[src/rtl/spi_slave_shifter_pkg.sv]
// Shared types and defaults for the SPI slave shifter.
package spi_slave_shifter_pkg;

    localparam int DEFAULT_DATA_W      = 8;
    localparam int DEFAULT_SYNC_STAGES = 2;

    typedef enum logic [1:0] {IDLE, LOAD, SHIFT} state_t;

    // SPI modes encoded as {cpol, cpha}
    localparam logic [1:0] MODE0 = 2'b00;
    localparam logic [1:0] MODE1 = 2'b01;
    localparam logic [1:0] MODE2 = 2'b10;
    localparam logic [1:0] MODE3 = 2'b11;

endpackage

[src/rtl/spi_slave_shifter_if.sv]
// Pin side and parallel side of the SPI slave; slave modport is the shifter's view.
interface spi_slave_shifter_if
    import spi_slave_shifter_pkg::*;
#(
    parameter int DATA_W = DEFAULT_DATA_W
);
    logic              cpol;
    logic              cpha;
    logic              lsbfe;
    logic              ss_n;
    logic              sclk;
    logic              mosi;
    logic              miso;
    logic              miso_oe;
    logic [DATA_W-1:0] tx_data;
    logic              tx_valid;
    logic              tx_ready;
    logic [DATA_W-1:0] rx_data;
    logic              rx_valid;
    logic              rx_ack;
    logic              overrun;
    logic              underrun;
    logic              busy;

    modport slave (
        input  cpol, cpha, lsbfe, ss_n, sclk, mosi, tx_data, tx_valid, rx_ack,
        output miso, miso_oe, tx_ready, rx_data, rx_valid, overrun, underrun, busy
    );

    modport master (
        output cpol, cpha, lsbfe, ss_n, sclk, mosi, tx_data, tx_valid, rx_ack,
        input  miso, miso_oe, tx_ready, rx_data, rx_valid, overrun, underrun, busy
    );

endinterface

[src/rtl/spi_slave_shifter_edge_sync.sv]
// Multi-flop synchroniser with one-cycle rise/fall pulses on the synchronised level.
module spi_slave_shifter_edge_sync #(
    parameter int   STAGES  = 2,
    parameter logic RST_VAL = 1'b0
) (
    input  logic PClk,
    input  logic PRESET,
    input  logic d,
    output logic q,
    output logic rise,
    output logic fall
);

    // sr[STAGES-1] is the synchronised level, sr[STAGES] its previous value
    logic [STAGES:0] sr;

    always_ff @(posedge PClk or posedge PRESET) begin
        if (PRESET) sr <= {(STAGES+1){RST_VAL}};
        else        sr <= {sr[STAGES-1:0], d};
    end

    assign q    = sr[STAGES-1];
    assign rise =  sr[STAGES-1] & ~sr[STAGES];
    assign fall = ~sr[STAGES-1] &  sr[STAGES];

endmodule

[src/rtl/spi_slave_shifter.sv]
// SPI slave datapath: oversampled pins, TX holding/shift registers, RX shifter, flags.
module spi_slave_shifter
    import spi_slave_shifter_pkg::*;
#(
    parameter int DATA_W      = DEFAULT_DATA_W,
    parameter int SYNC_STAGES = DEFAULT_SYNC_STAGES
) (
    input logic                PClk,
    input logic                PRESET,
    spi_slave_shifter_if.slave bus
);

    localparam int               CNT_W = $clog2(DATA_W);
    localparam logic [CNT_W-1:0] LAST  = CNT_W'(DATA_W - 1);

    state_t              state_q, state_d;
    logic                sclk_s, sclk_rise, sclk_fall;
    logic                ss_s, ss_rise, ss_fall;
    logic [SYNC_STAGES-1:0] mosi_sr;
    logic                mosi_s;
    logic                sclk_edge, lead_e, trail_e, sample_e, shift_e;
    logic                in_shift, frame_end, frame_done, tx_accept;
    logic                hold_full, load_empty, underrun_q;
    logic [DATA_W-1:0]   hold_q, load_word, tx_sh, rx_sh, rx_data_q;
    logic [CNT_W-1:0]    bit_cnt;
    logic                miso_q, rx_valid_q, overrun_q;

    function automatic logic [CNT_W-1:0] bit_idx(input logic [CNT_W-1:0] n, input logic lsb);
        return lsb ? n : LAST - n;
    endfunction

    spi_slave_shifter_edge_sync #(.STAGES(SYNC_STAGES), .RST_VAL(1'b0)) u_sclk_sync (
        .PClk(PClk), .PRESET(PRESET), .d(bus.sclk), .q(sclk_s), .rise(sclk_rise), .fall(sclk_fall)
    );

    spi_slave_shifter_edge_sync #(.STAGES(SYNC_STAGES), .RST_VAL(1'b1)) u_ss_sync (
        .PClk(PClk), .PRESET(PRESET), .d(bus.ss_n), .q(ss_s), .rise(ss_rise), .fall(ss_fall)
    );

    always_ff @(posedge PClk or posedge PRESET) begin
        if (PRESET) mosi_sr <= '0;
        else        mosi_sr <= {mosi_sr[SYNC_STAGES-2:0], bus.mosi};
    end
    assign mosi_s = mosi_sr[SYNC_STAGES-1];

    // Leading edge: synchronised sclk just moved away from cpol
    assign sclk_edge = sclk_rise | sclk_fall;
    assign lead_e    = sclk_edge &  (sclk_s ^ bus.cpol);
    assign trail_e   = sclk_edge & ~(sclk_s ^ bus.cpol);
    assign sample_e  = bus.cpha ? trail_e : lead_e;
    assign shift_e   = bus.cpha ? lead_e  : trail_e;

    assign in_shift  = (state_q == SHIFT);
    assign frame_end = in_shift & sample_e & (bit_cnt == LAST) & ~ss_rise;
    assign tx_accept = bus.tx_valid & ~hold_full;
    assign load_word = hold_full ? hold_q : '0;

    always_ff @(posedge PClk or posedge PRESET) begin
        if (PRESET) state_q <= IDLE;
        else        state_q <= state_d;
    end

    always_comb begin
        state_d = state_q;
        unique case (state_q)
            IDLE:    if (ss_fall) state_d = LOAD;
            LOAD:    state_d = SHIFT;
            SHIFT:   if (frame_end) state_d = LOAD;
            default: state_d = IDLE;
        endcase
        if (ss_rise) state_d = IDLE;
    end

    always_ff @(posedge PClk or posedge PRESET) begin
        if (PRESET) begin
            hold_q     <= '0;
            hold_full  <= 1'b0;
            load_empty <= 1'b0;
            underrun_q <= 1'b0;
            frame_done <= 1'b0;
        end else begin
            frame_done <= frame_end;
            if (tx_accept) hold_q <= bus.tx_data;
            if (state_q == LOAD) begin
                hold_full  <= tx_accept;
                load_empty <= ~hold_full;
            end else if (tx_accept) begin
                hold_full  <= 1'b1;
            end
            // An empty load only counts as underrun once the master actually clocks that frame
            if (in_shift && sample_e && bit_cnt == '0 && load_empty && !ss_rise)
                underrun_q <= 1'b1;
            else if (tx_accept)
                underrun_q <= 1'b0;
        end
    end

    always_ff @(posedge PClk or posedge PRESET) begin
        if (PRESET) begin
            tx_sh   <= '0;
            rx_sh   <= '0;
            bit_cnt <= '0;
            miso_q  <= 1'b0;
        end else if (ss_rise) begin
            bit_cnt <= '0;
            miso_q  <= 1'b0;
        end else if (state_q == LOAD) begin
            tx_sh   <= load_word;
            bit_cnt <= '0;
            if (!bus.cpha) miso_q <= load_word[bit_idx('0, bus.lsbfe)];
        end else if (in_shift) begin
            if (sample_e) begin
                rx_sh   <= bus.lsbfe ? {mosi_s, rx_sh[DATA_W-1:1]} : {rx_sh[DATA_W-2:0], mosi_s};
                bit_cnt <= (bit_cnt == LAST) ? '0 : bit_cnt + 1'b1;
            end
            // cpha=0: bit0 went out in LOAD, so a shift edge before any sample is stale
            if (shift_e && (bus.cpha || bit_cnt != '0))
                miso_q <= tx_sh[bit_idx(bit_cnt, bus.lsbfe)];
        end
    end

    always_ff @(posedge PClk or posedge PRESET) begin
        if (PRESET) begin
            rx_data_q  <= '0;
            rx_valid_q <= 1'b0;
            overrun_q  <= 1'b0;
        end else if (frame_done) begin
            if (!rx_valid_q || bus.rx_ack) begin
                rx_data_q  <= rx_sh;
                rx_valid_q <= 1'b1;
                if (rx_valid_q) overrun_q <= 1'b0;
            end else begin
                overrun_q  <= 1'b1;
            end
        end else if (bus.rx_ack && rx_valid_q) begin
            rx_valid_q <= 1'b0;
            overrun_q  <= 1'b0;
        end
    end

    assign bus.miso     = miso_q;
    assign bus.miso_oe  = ~ss_s;
    assign bus.tx_ready = ~hold_full;
    assign bus.rx_data  = rx_data_q;
    assign bus.rx_valid = rx_valid_q;
    assign bus.overrun  = overrun_q;
    assign bus.underrun = underrun_q;
    assign bus.busy     = in_shift;

endmodule

[src/flat_wrapper.sv]
// flat-port wrapper written by rule: the top's interface ports become plain ports
module spi_slave_shifter_flat import spi_slave_shifter_pkg::*;
#(
    parameter int DATA_W      = DEFAULT_DATA_W,
    parameter int SYNC_STAGES = DEFAULT_SYNC_STAGES
)
  (PClk, PRESET, bus_cpol, bus_cpha, bus_lsbfe, bus_ss_n, bus_sclk, bus_mosi, bus_tx_data, bus_tx_valid, bus_rx_ack, bus_miso, bus_miso_oe, bus_tx_ready, bus_rx_data, bus_rx_valid, bus_overrun, bus_underrun, bus_busy);
  spi_slave_shifter_if #(.DATA_W(DATA_W)) bus_i ();
  input logic PClk;
  input logic PRESET;
  input wire logic [$bits(bus_i.cpol)-1:0] bus_cpol;
  input wire logic [$bits(bus_i.cpha)-1:0] bus_cpha;
  input wire logic [$bits(bus_i.lsbfe)-1:0] bus_lsbfe;
  input wire logic [$bits(bus_i.ss_n)-1:0] bus_ss_n;
  input wire logic [$bits(bus_i.sclk)-1:0] bus_sclk;
  input wire logic [$bits(bus_i.mosi)-1:0] bus_mosi;
  input wire logic [$bits(bus_i.tx_data)-1:0] bus_tx_data;
  input wire logic [$bits(bus_i.tx_valid)-1:0] bus_tx_valid;
  input wire logic [$bits(bus_i.rx_ack)-1:0] bus_rx_ack;
  output wire logic [$bits(bus_i.miso)-1:0] bus_miso;
  output wire logic [$bits(bus_i.miso_oe)-1:0] bus_miso_oe;
  output wire logic [$bits(bus_i.tx_ready)-1:0] bus_tx_ready;
  output wire logic [$bits(bus_i.rx_data)-1:0] bus_rx_data;
  output wire logic [$bits(bus_i.rx_valid)-1:0] bus_rx_valid;
  output wire logic [$bits(bus_i.overrun)-1:0] bus_overrun;
  output wire logic [$bits(bus_i.underrun)-1:0] bus_underrun;
  output wire logic [$bits(bus_i.busy)-1:0] bus_busy;
  assign bus_i.cpol = bus_cpol;
  assign bus_i.cpha = bus_cpha;
  assign bus_i.lsbfe = bus_lsbfe;
  assign bus_i.ss_n = bus_ss_n;
  assign bus_i.sclk = bus_sclk;
  assign bus_i.mosi = bus_mosi;
  assign bus_i.tx_data = bus_tx_data;
  assign bus_i.tx_valid = bus_tx_valid;
  assign bus_i.rx_ack = bus_rx_ack;
  assign bus_miso = bus_i.miso;
  assign bus_miso_oe = bus_i.miso_oe;
  assign bus_tx_ready = bus_i.tx_ready;
  assign bus_rx_data = bus_i.rx_data;
  assign bus_rx_valid = bus_i.rx_valid;
  assign bus_overrun = bus_i.overrun;
  assign bus_underrun = bus_i.underrun;
  assign bus_busy = bus_i.busy;
  spi_slave_shifter #(.DATA_W(DATA_W), .SYNC_STAGES(SYNC_STAGES)) u_core (.PClk(PClk), .PRESET(PRESET), .bus(bus_i));
endmodule
[config.mk]
export PLATFORM = sky130hd
export DESIGN_NAME = spi_slave_shifter_flat
export DESIGN_NICKNAME = d
export VERILOG_FILES = /design/src/rtl/spi_slave_shifter_pkg.sv /design/src/rtl/spi_slave_shifter_if.sv /design/src/rtl/spi_slave_shifter_edge_sync.sv /design/src/rtl/spi_slave_shifter.sv /design/src/flat_wrapper.sv
export SDC_FILE = /design/constraint.sdc
export NUM_CORES = 1
export LEC_CHECK = 0
export BUFFER_PORTS_ARGS = -buffer_cell sky130_fd_sc_hd__buf_2
export CORE_MARGIN = 2
export CORE_UTILIZATION = 56
export CTS_CLUSTER_DIAMETER = 30
export DETAILED_ROUTE_END_ITERATION = 8
export GPL_TIMING_DRIVEN = 0
export PLACE_DENSITY = 0.89
export SETUP_SLACK_MARGIN = 0.3
export SKIP_LAST_GASP = 1
export SLEW_MARGIN = 20
export SYNTH_ARGS = -nofsm -noshare
export SYNTH_HDL_FRONTEND = slang
export SYNTH_SLANG_ARGS = --single-unit
[constraint.sdc]
create_clock -name PClk -period 1.9 [get_ports PClk]
set_input_delay 0.095 -clock PClk [delete_from_list [all_inputs] [get_ports PClk]]
set_output_delay 0.095 -clock PClk [all_outputs]
set_load 0.05 [all_outputs]
==> metrics.csv, run 1 <==
metric,value,unit
hold-path-cell-count,2,
hold_start,bus_tx_data[6],
outcome,finished clean,
die_h,68.7,µm
cts_tree,done,
min_to,u_core.hold_q[6],
setup_tns,0,ps
power_leakage,1.39,nW
multiInputGateArea,0.00103,mm²
final_util,72.4,%
synth.most_common_cell,dfrtp_1,
regArea,0.00131,mm²
r2r.worst_path.cells,6,
power_density,1110,mW/mm²
dp_slack,-2.66,ps
hp-class,in2reg,
cp-start-kind,register,
fillerInstances,304,
rsz0062_at_grt,yes,
finClkSkew,6.37,ps
yosys_warnings,0,
numPortBuffers,32,
layout-drive-gt1-share,36.5,%
dieArea,0.00472,mm²
firstDrtPassIters,4,
antenna_cells,0,
gp_congestion,0.985,
io_pins,33,
routed_wl,4.34,mm
grt_pass1_vias,1665,
drt_iter0_drc,80,
cp.arrival,1850,ps
syn_avg_cell_area,11.1,µm²
cts_root_buf,clkbuf_8,
insertion_delay,300,ps
hold_viol_final,0,
layout_setup_ws,239,ps
path_max_fanout,10,
drv_cap,0,
post_drt_wl_per_cell,13.9,µm
power,3.25,mW
core.rowCount,23,
syn-cell-area,0.00235,mm²
period_minus_slack,1660,ps
finalNonFillerCells,313,
setup_viol,0,
synth-compound-area-share,12.1,%
path_class,reg2reg,
area_delta_synth_final,24.3,%
synth_edf_count,0,
synth_adder_area_share,1.60,%
grt-ovfl-total,0,
synth-main-ff-cell,dfrtp_1,
post-route-period-util,87.4,%
clockBufferDepth,2,
irDropWorstVdd,1.06,mV
maxSlewHeadroom,63.9,%
async_reset_ff_share,100,%
numCtsBuffers,5,
reg2reg_setup_slack,240,ps
start_util,58.2,%
ys_types,40,
cp_data_required_time,2090,ps
syn_inst,212,
drc,0,
synth_xor_xnor_area_share,0.373,%
clock_sinks,52,
core_area,0.00403,mm²
dr_total_vias,1733,
rr_endpoint,u_core.bus.miso,
synth_seq_cells,52,
hpwl,3.06,mm
muxShareOfSynthArea,12.4,%
slew_violations,0,
ant_nets,0,
synth_top_area_share,52.3,%
dp.cells,295,
synth_top_family_by_area,simple AND/OR/NAND/NOR gates,
ys_seq_area_share,55.6,%
die_x,68.7,µm
max_freq,602,MHz
synth_area_leader_cell,dfrtp_1,
grt_start_max_net_pins,28,
synth_area_leaders,"dfrtp_1 52%, mux2_2 7.7%, mux2i_1 4.7%",
htreeDepth,2,
grt_antenna_before_repair,0,
drt-vias-per-instance,5.54,
syn-num-nets,233,
r2r-start,u_core.bit_cnt[2],
grtUsageTotal,20.7,%
worst_setup_path_end_kind,register,
synth-simple-area-share,14.2,%
grt_pass1_wl,7.20,mm
worst_slew_pin_slew,541,ps
yosys-top-cells-count,"49 x dfrtp_1, 21 x nand2_1, 16 x mux2_2, 16 x nor2_1, 14 x a21oi_1",
nets,283,
clkSlewWorstSetupHoldPaths,90,ps
[worst max path at each step]
| stage | end | slack, ps | depth (start not counted) | start |
|---|---|---|---|---|
| detailed placement | u_core.bus.miso | -3 | 6 | u_core.bit_cnt[2] |
| CTS | u_core.bus.miso | 270 | 5 | u_core.u_sclk_sync.sr[1] |
| global placement | u_core.state_q[1] | -30 | 2 | PRESET |
| global route | u_core.bus.miso | 180 | 5 | u_core.u_sclk_sync.sr[1] |
| floorplan | u_core.tx_sh[0] | 260 | 6 | u_core.u_ss_sync.sr[1] |
| finish | u_core.bus.miso | 240 | 6 | u_core.bit_cnt[2] |
[where the power goes]
group / internal (mW) / total, mW / switching (mW)
registers: 1.41 / 1.65 / 0.244
logic: 0.372 / 0.819 / 0.447
clock network: 0.431 / 0.780 / 0.349
[critical path, stage by stage, from the launching register on]
cell and delay [ps]:
dfrtp_1 460, buf_2 250, inv_1 110, a2111oi_2 320
a21oi_1 110, o211ai_1 190, a31oi_1 100
[cell families after synthesis]
group	count (synthesis)
simple gates	64
flops	52
fa+ha+maj	3
mux	27
compound gates	45
xor+xnor	1
buf+inv	20
[cell type report]
type                            count  share of cell area (%)
Buffer                             10                    2.62
Multi-Input combinational cell    140                    35.5
Clock buffer                        6                    2.83
Sequential cell                    52                    44.8
Inverter                           10                    1.55
Timing Repair Buffer               43                    9.31
Tap cell                           50                    2.15
Clock inverter                      2                    1.33
[timing repair]
item                       in CTS  in global routing
setup buffers                   4                  1
hold endpoints to repair       29                  0
resized for setup              11                  5
hold buffers                    5                  0
setup endpoints to repair      13                 14
pin swaps                       0                  1
[flip-flops by register name (all words and copies together), names as in the netlist]
signal                 flops
u_core.bus.miso            1
u_core.u_ss_sync.sr        3
u_core.mosi_sr             2
u_core.load_empty          1
u_core.hold_q              8
u_core.tx_sh               8
u_core.rx_sh               8
u_core.bus.underrun        1
u_core.state_q             2
u_core.hold_full           1
u_core.bus.rx_data         8
u_core.frame_done          1
u_core.bus.overrun         1
u_core.bus.rx_valid        1
u_core.bit_cnt             3
u_core.u_sclk_sync.sr      3
[stage by stage]
step | area, µm² | hold slack (ps)
final | 2920 | 16.3
after global routing | 2920 | 10.5
after CTS | 2890 | 9.10
after detailed placement | 2650 | 175
after global placement | 2630 | 200
after floorplan | 2410 | 99.5
[cell usage in the layout (no fill, tap or decap), drive strengths merged, types with 2 or more instances in the layout]
cell type    instances
and3                 3
nor2b                6
a2111oi              2
dfrtp               49
ha                   3
mux2                16
nand2b               6
a21o                 2
dlygate4sd3          5
clkinvlp             2
o211ai               4
a21oi               16
buf                 43
dfstp                3
nor2                16
nand2               21
inv                  8
mux2i               11
nor3b                2
a32oi                3
o21ai               11
clkbuf              11
a31oi                4
[per-layer routing]
layer	vias up	track usage [%]	wire length [µm]
met5	-	0	0
met3	10	5.52	169
li1	841	-	-
met4	0	10.0	101
met1	841	25.3	1920
met2	41	34.0	2150
Note: power is estimated with default switching activity, not from simulation.
==> run 2: changes to the inputs <==
--- a/config.mk
+++ b/config.mk
@@ -5,13 +5,14 @@
 export SDC_FILE = /design/constraint.sdc
 export NUM_CORES = 1
 export LEC_CHECK = 0
+export ABC_CLOCK_PERIOD_IN_PS = 1900
 export BUFFER_PORTS_ARGS = -buffer_cell sky130_fd_sc_hd__buf_2
 export CORE_MARGIN = 2
 export CORE_UTILIZATION = 56
 export CTS_CLUSTER_DIAMETER = 30
 export DETAILED_ROUTE_END_ITERATION = 8
 export GPL_TIMING_DRIVEN = 0
-export PLACE_DENSITY = 0.89
+export PLACE_DENSITY = 0.86
 export SETUP_SLACK_MARGIN = 0.3
 export SKIP_LAST_GASP = 1
 export SLEW_MARGIN = 20
==> metrics.csv, run 2 (same netlist as run 1, synthesis figures left out) <==
metric,value,unit
critical-path-top-delay-family,simple AND/OR/NAND/NOR gates,
grt_pass1_wl,7.33,mm
gp_congestion,0.952,
numCtsBuffers,5,
power,3.23,mW
grt_antenna_before_repair,0,
clkSlewWorstSetupHoldPaths,80,ps
start_util,58.2,%
hp-class,in2reg,
antenna_cells,0,
clockBufferDepth,2,
grt_start_max_net_pins,29,
drv_cap,0,
rsz0062_at_grt,yes,
cts_root_buf,clkbuf_8,
rr_endpoint,u_core.bit_cnt[0],
setup_viol,0,
path_buf_inv,1,
fillerInstances,313,
path_class,reg2reg,
r2r.worst_path.cells,6,
min_to,u_core.hold_q[4],
hold_viol_final,0,
routed_wl,4.65,mm
cp_slowest_stage_delay,410,ps
grtUsageTotal,21.5,%
layout-drive-gt1-share,35.8,%
mostFrequentLayoutCells,"49 x dfrtp_1, 35 x buf_2, 21 x nand2_1",
drt-vias-per-instance,5.53,
hpwl,3.16,mm
cp.arrival,1880,ps
maxSlewHeadroom,58.4,%
final_common_cell,dfrtp_1,
cp-start-kind,register,
cp.depth,6,
post_drt_wl_per_cell,14.8,µm
r2r-start,u_core.u_sclk_sync.sr[1],
ant_nets,0,
worst_setup_path_end_kind,register,
path_cells,nand2b_1 -> mux2i_4 -> buf_4 -> nand2_1 -> or3_1 -> a21oi_1,
worst_slew_pin_slew,623,ps
drc,0,
area_delta_synth_final,24.3,%
path_max_fanout,4,
grt-ovfl-total,0,
htreeDepth,2,
irDropWorstVdd,0.703,mV
cp_slowest_cell,dfrtp_1,
max_freq,608,MHz
io_pins,33,
core.rowCount,23,
power_leakage,1.40,nW
cts_tree,done,
insertion_delay,320,ps
hold_start,bus_tx_data[4],
placed_area,0.00266,mm²
grt_pass1_vias,1668,
power_density,1110,mW/mm²
post-route-period-util,86.5,%
postLayoutCellArea,0.00292,mm²
finClkSkew,11.8,ps
drt_iter0_drc,99,
reg2reg_setup_slack,260,ps
numPortBuffers,32,
die_h,68.7,µm
firstDrtPassIters,4,
cp_data_required_time,2140,ps
die_x,68.7,µm
core_area,0.00403,mm²
clock_sinks,52,
slew_violations,0,
dr_total_vias,1743,
dieArea,0.00472,mm²
outcome,finished clean,
period_minus_slack,1640,ps
nets,285,
hold-path-cell-count,2,
==> run 2: repair_timing <==
item | CTS | global route
endpoints found under the hold margin | 31 | 0
pin swaps | 0 | 1
buffers inserted | 4 | 3
gates resized for setup | 10 | 4
endpoints found under the setup margin | 13 | 20
hold buffers | 5 | 0
==> run 2: layout make-up <==
class	count	area [µm²]	share of cell area, %
sequential	52	1310	44.7
multi-input combinational	140	1030	35.3
timing repair buffer	45	290	9.95
buffer	10	77.6	2.66
clock buffer	6	72.6	2.49
tap	50	62.6	2.15
inverter	10	45.0	1.54
clock inverter	2	35.0	1.20
==> run 2: metal layers <==
metal  GRT usage (%)  vias up  wire length (µm)
met4            11.5        0               123
met2            35.9       62              2340
met3            3.90       11               228
li1                -      843                 -
met1            26.4      827              1960
met5               0        -                 0
==> run 2: how the worst max path moves through the flow <==
| stage | startpoint | end | slack (ps) |
|---|---|---|---|
| 3_5_place_dp | u_core.u_sclk_sync.sr[1] | u_core.rx_sh[1] | 50 |
| 4_1_cts | u_core.u_sclk_sync.sr[1] | u_core.bus.miso | 270 |
| 3_3_place_gp | PRESET | u_core.load_empty | -20 |
| 6_report | u_core.u_sclk_sync.sr[1] | u_core.bit_cnt[0] | 260 |
| 2_1_floorplan | u_core.u_ss_sync.sr[1] | u_core.tx_sh[0] | 260 |
| 5_1_grt | u_core.u_sclk_sync.sr[1] | u_core.rx_sh[4] | 160 |
==> run 2: report_power, final <==
part	switching (mW)	internal, mW	total, mW
registers	0.237	1.41	1.65
logic	0.462	0.377	0.839
clock network	0.352	0.391	0.743
total	1.05	2.18	3.23
==> run 2: per-stage QoR <==
step	setup WS (ps)	TNS, ps	util, %	instances	hold slack (ps)
6_report	256	0	72.4	315	13.6
5_1_grt	164	0	72.4	315	16.2
4_1_cts	274	0	71.6	312	8.48
3_5_place_dp	45.9	0	66.0	295	202
3_3_place_gp	-22.5	-1030	65.3	294	200
2_1_floorplan	255	0	-	212	99.5
